$ cat config.mk
export PLATFORM = sky130hd
export DESIGN_NAME = demux_1to8_reg
export DESIGN_NICKNAME = d
export VERILOG_FILES = /design/src/rtl/ch2_pkg.sv /design/src/rtl/demux_onehot_dec.sv /design/src/rtl/demux_1to8_reg.sv
export SDC_FILE = /design/constraint.sdc
export NUM_CORES = 1
export LEC_CHECK = 0
export ABC_AREA = 1
export ABC_CLOCK_PERIOD_IN_PS = 2000
export CAP_MARGIN = 0
export CORE_AREA = 2 2 39 41
export DETAILED_ROUTE_END_ITERATION = 8
export DIE_AREA = 0 0 41 43
export GPL_TIMING_DRIVEN = 0
export HOLD_SLACK_MARGIN = 0.06
export SYNTH_ARGS = -nofsm -noshare
export SYNTH_HDL_FRONTEND = slang
export SYNTH_SLANG_ARGS = --single-unit
$ cat constraint.sdc
create_clock -name clk -period 2 [get_ports clk]
set_clock_uncertainty 0.15 [all_clocks]
set_input_delay 0.2 -clock clk [delete_from_list [all_inputs] [get_ports clk]]
set_output_delay 0.2 -clock clk [all_outputs]
set_load 0.03 [all_outputs]
$ cat src/rtl/ch2_pkg.sv
// ============================================================================
// ch2_pkg : shared constants and helpers for the chapter-2 datapath.
// Rev 1.0
// ============================================================================
`default_nettype none

package ch2_pkg;

  localparam int DEMUX_DATA_W = 1;
  localparam int DEMUX_SEL_W  = 3;

  // Number of lanes addressed by a select of the given width.
  function automatic int lanes(input int sel_w);
    return 1 << sel_w;
  endfunction

endpackage

`default_nettype wire

$ cat src/rtl/demux_onehot_dec.sv
// ============================================================================
// demux_onehot_dec : combinational binary-to-one-hot decoder (SEL_W -> 2**SEL_W).
// Rev 1.0
// ============================================================================
`default_nettype none

module demux_onehot_dec
  import ch2_pkg::*;
#(
  parameter int SEL_W = DEMUX_SEL_W,
  parameter int N     = lanes(SEL_W)
) (
  input  logic [SEL_W-1:0] S,
  output logic [N-1:0]     onehot
);

  always_comb begin
    onehot    = '0;
    onehot[S] = 1'b1;
  end

endmodule

`default_nettype wire

$ cat src/rtl/demux_1to8_reg.sv
// ============================================================================
// demux_1to8_reg : registered 1-to-N demultiplexer; lane S takes I, others 0.
// Rev 1.0
// ============================================================================
`default_nettype none

module demux_1to8_reg
  import ch2_pkg::*;
#(
  parameter int DATA_W = DEMUX_DATA_W,
  parameter int SEL_W  = DEMUX_SEL_W
) (
  input  logic                           clk,
  input  logic                           rst,
  input  logic [DATA_W-1:0]              I,
  input  logic [SEL_W-1:0]               S,
  input  logic                           en,
  output logic [DATA_W*lanes(SEL_W)-1:0] O
);

  localparam int c_n = lanes(SEL_W);

  logic [c_n-1:0]        w_onehot;
  logic [DATA_W*c_n-1:0] w_lanes;
  logic [DATA_W*c_n-1:0] r_o;

  demux_onehot_dec #(
    .SEL_W (SEL_W),
    .N     (c_n)
  ) u_dec (
    .S      (S),
    .onehot (w_onehot)
  );

  // Each lane is I gated by its decoder bit, so unselected lanes are 0.
  for (genvar k = 0; k < c_n; k++) begin : g_lane
    assign w_lanes[k*DATA_W +: DATA_W] = I & {DATA_W{w_onehot[k]}};
  end

  always_ff @(posedge clk) begin
    if (rst) begin
      r_o <= '0;
    end else if (en) begin
      r_o <= w_lanes;
    end
  end

  assign O = r_o;

endmodule

`default_nettype wire

==> metrics.yaml <==
routing:
  dr_wl_met2_um: 314
  dr.max_layer_used: "met4"
  wl_per_cell_um: 8.195
  drt_pre_antenna_iters: 1
  wl_um: 713
  drt_first_iter_violations: 0
  wl_met3_um: 69
  via_per_inst: 4.092
  vias: 356
  antenna_left: 0
  met1_length_um: 310
  drc_errors: 0
timing:
  finalHoldViolCount: 0
  period_share_pct: 79.58
  tns_ns: 0
  rsz0062_at_grt: "no"
  slew_violations: 0
  min_period_ns: 1.592
  tightestPinTransition_ns: 0.3268
  setup_viol: 0
  fmax_ghz: 0.6283
  setup_slack_ns: 0.4085
  max_slew_margin_pct: 78.21
clock_tree:
  cts_buffers: 3
  cts_tree: "yes"
  worstSkewPairLatency_ns: 0.25
  cts_resized: 0
  cts_sinks: 8
  clk_path_buf_depth: 2
  cts_setup_buffers: 0
  hold_buffers: 0
  clk_pin_slew_ns: 0.05
  cts-htree-levels: 1
  cts_root_buffer: "clkbuf_4"
critical_path:
  cp_slowest_cell: "clkdlybuf4s50_1"
  critPathMaxStageDelay_ns: 0.67
  critPathMaxFanout: 2
  crit_arrival_ns: 1.24
  start_kind: "register"
  worstPathRequired_ns: 1.65
  end_kind: "output pin"
  cpLargestDelayFamily: "buffers and inverters"
  crit_chain: "clkdlybuf4s50_1"
  crit_buf_inv: 1
  critPathKind: "register to output pin"
logic_synthesis:
  synth_most_common_cell: "nor2_1"
  yosys_warnings: 0
  synth-xor-area-share_pct: 0
  synth_compound_area_share_pct: 5.797
  yosys.area_share.simple_pct: 35.87
  synth_common_cells: "nor2_1 (17), nand2_1 (13), inv_1 (10)"
  syn_inst: 55
  ys_types: 8
  synth_area_leaders: "dfxtp_1 (46%), nor2_1 (18%), nand2_1 (14%)"
  syn_area_per_cell_um2: 6.279
  synthFlopType: "dfxtp_1"
  netlist_area_um2: 345.3
  yosysSeqAreaShare_pct: 46.38
  yosysTopAreaCellShare_pct: 46.38
  synth_seq_cells: 8
  synth-edff-count: 0
  muxShareOfSynthArea_pct: 0
  synth_top_family_by_area: "simple AND/OR/NAND/NOR gates"
  synth-adder-area-share_pct: 0
  ys_async_sr_fraction_pct: 0
  synth_fp_nets: 62
  yosysTopAreaCell: "dfxtp_1"
hold_path:
  min_path_type: "primary input to register"
floorplan:
  row_count: 14
  die_w_um: 41
  design.die.area_mm2: 0.001763
  ios: 15
  core_area_mm2: 0.001384
  start_util_pct: 24.95
  die_h_um: 43
power:
  leakage_nw: 0.2180
  p_total_mw: 0.3233
  ir_worst_vdd_mv: 0.2203
  pwr_density_cell_mw_per_mm2: 624.2
placed_design:
  dp.cells: 84
  dpl-instance-area_um2: 495.5
  io_buffer_count: 13
  dp_hpwl_um: 552.1
  gp_congestion: 0.6798
  place_ws_ns: 0.4978
layout:
  nFillCells: 171
  final_nets: 80
  area_growth_syn_to_layout_pct: 50.00
  layout-drive-gt1-share_pct: 5.634
  largest_reg_flops: 8
  fin_area_um2: 518.0
  fin_cells: 87
  antenna_cells: 0
grt:
  grt_pass1_vias: 303
  grt_pass1_wl_um: 1124
  grt_usage_pct: 9.557
  grt-ovfl-total: 0
  grt_max_degree: 9
  antenna_found_initial: 0
flow_run:
  max_cap_viol_count: 0
run_status:
  outcome: "finished clean"
routing by layer:
layer | up-vias | track usage (%)
met5 | - | 0
met4 | 0 | 8.000
met3 | 4 | 3.141
met2 | 12 | 14.37
met1 | 147 | 10.03
li1 | 193 | -
cell usage in the layout, fill, tap and decap left out, drive strengths merged:
master / count
nor2: 18
a21oi: 4
buf: 1
dfxtp: 8
clkbuf: 3
nand3: 1
nand2: 13
inv: 10
clkdlybuf4s50: 13
area by class of cell:
type	count	area, um2	share of cell area, %
flip-flops and latches	8	160.2	30.92
clock buffers	3	22.52	4.348
inverters	10	37.54	7.246
plain buffers	1	3.754	0.7246
well taps	16	20.02	3.865
repair buffers	13	130.1	25.12
multi-input cells	36	143.9	27.78
power breakdown:
part | switching, mW | leakage (nW) | internal [mW]
Sequential | 0.00107 | 0.0646 | 0.162
Clock | 0.0527 | 0.0138 | 0.0685
Combinational | 0.0218 | 0.140 | 0.0174
Total | 0.0756 | 0.218 | 0.248
cell families after synthesis:
family	after synthesis
flip-flops	8
buffers and inverters	11
AND/OR/NAND/NOR	32
AO/OA/AOI/OAI	4
worst paths after layout:
| path | from | to | slack, ns | cells past startpoint |
|---|---|---|---|---|
| min reg2reg | O[0]$_SDFFE_PP0P_ | O[0]$_SDFFE_PP0P_ | 0.32 | 2 |
| min | rst | O[3]$_SDFFE_PP0P_ | 0.13 | 2 |
| max reg2reg | O[3]$_SDFFE_PP0P_ | O[3]$_SDFFE_PP0P_ | 1.20 | 4 |
| max | O[3]$_SDFFE_PP0P_ | O[3] | 0.41 | 1 |
through the flow:
stage                     util, %  hold slack [ns]
after floorplan                 -           0.2169
final                       37.43           0.1330
after detailed placement    35.80           0.3109
after global placement      35.80           0.3032
after CTS                   37.43           0.1445
after global routing        37.43           0.1747
No activity file was read; power rests on OpenSTA's default activity.
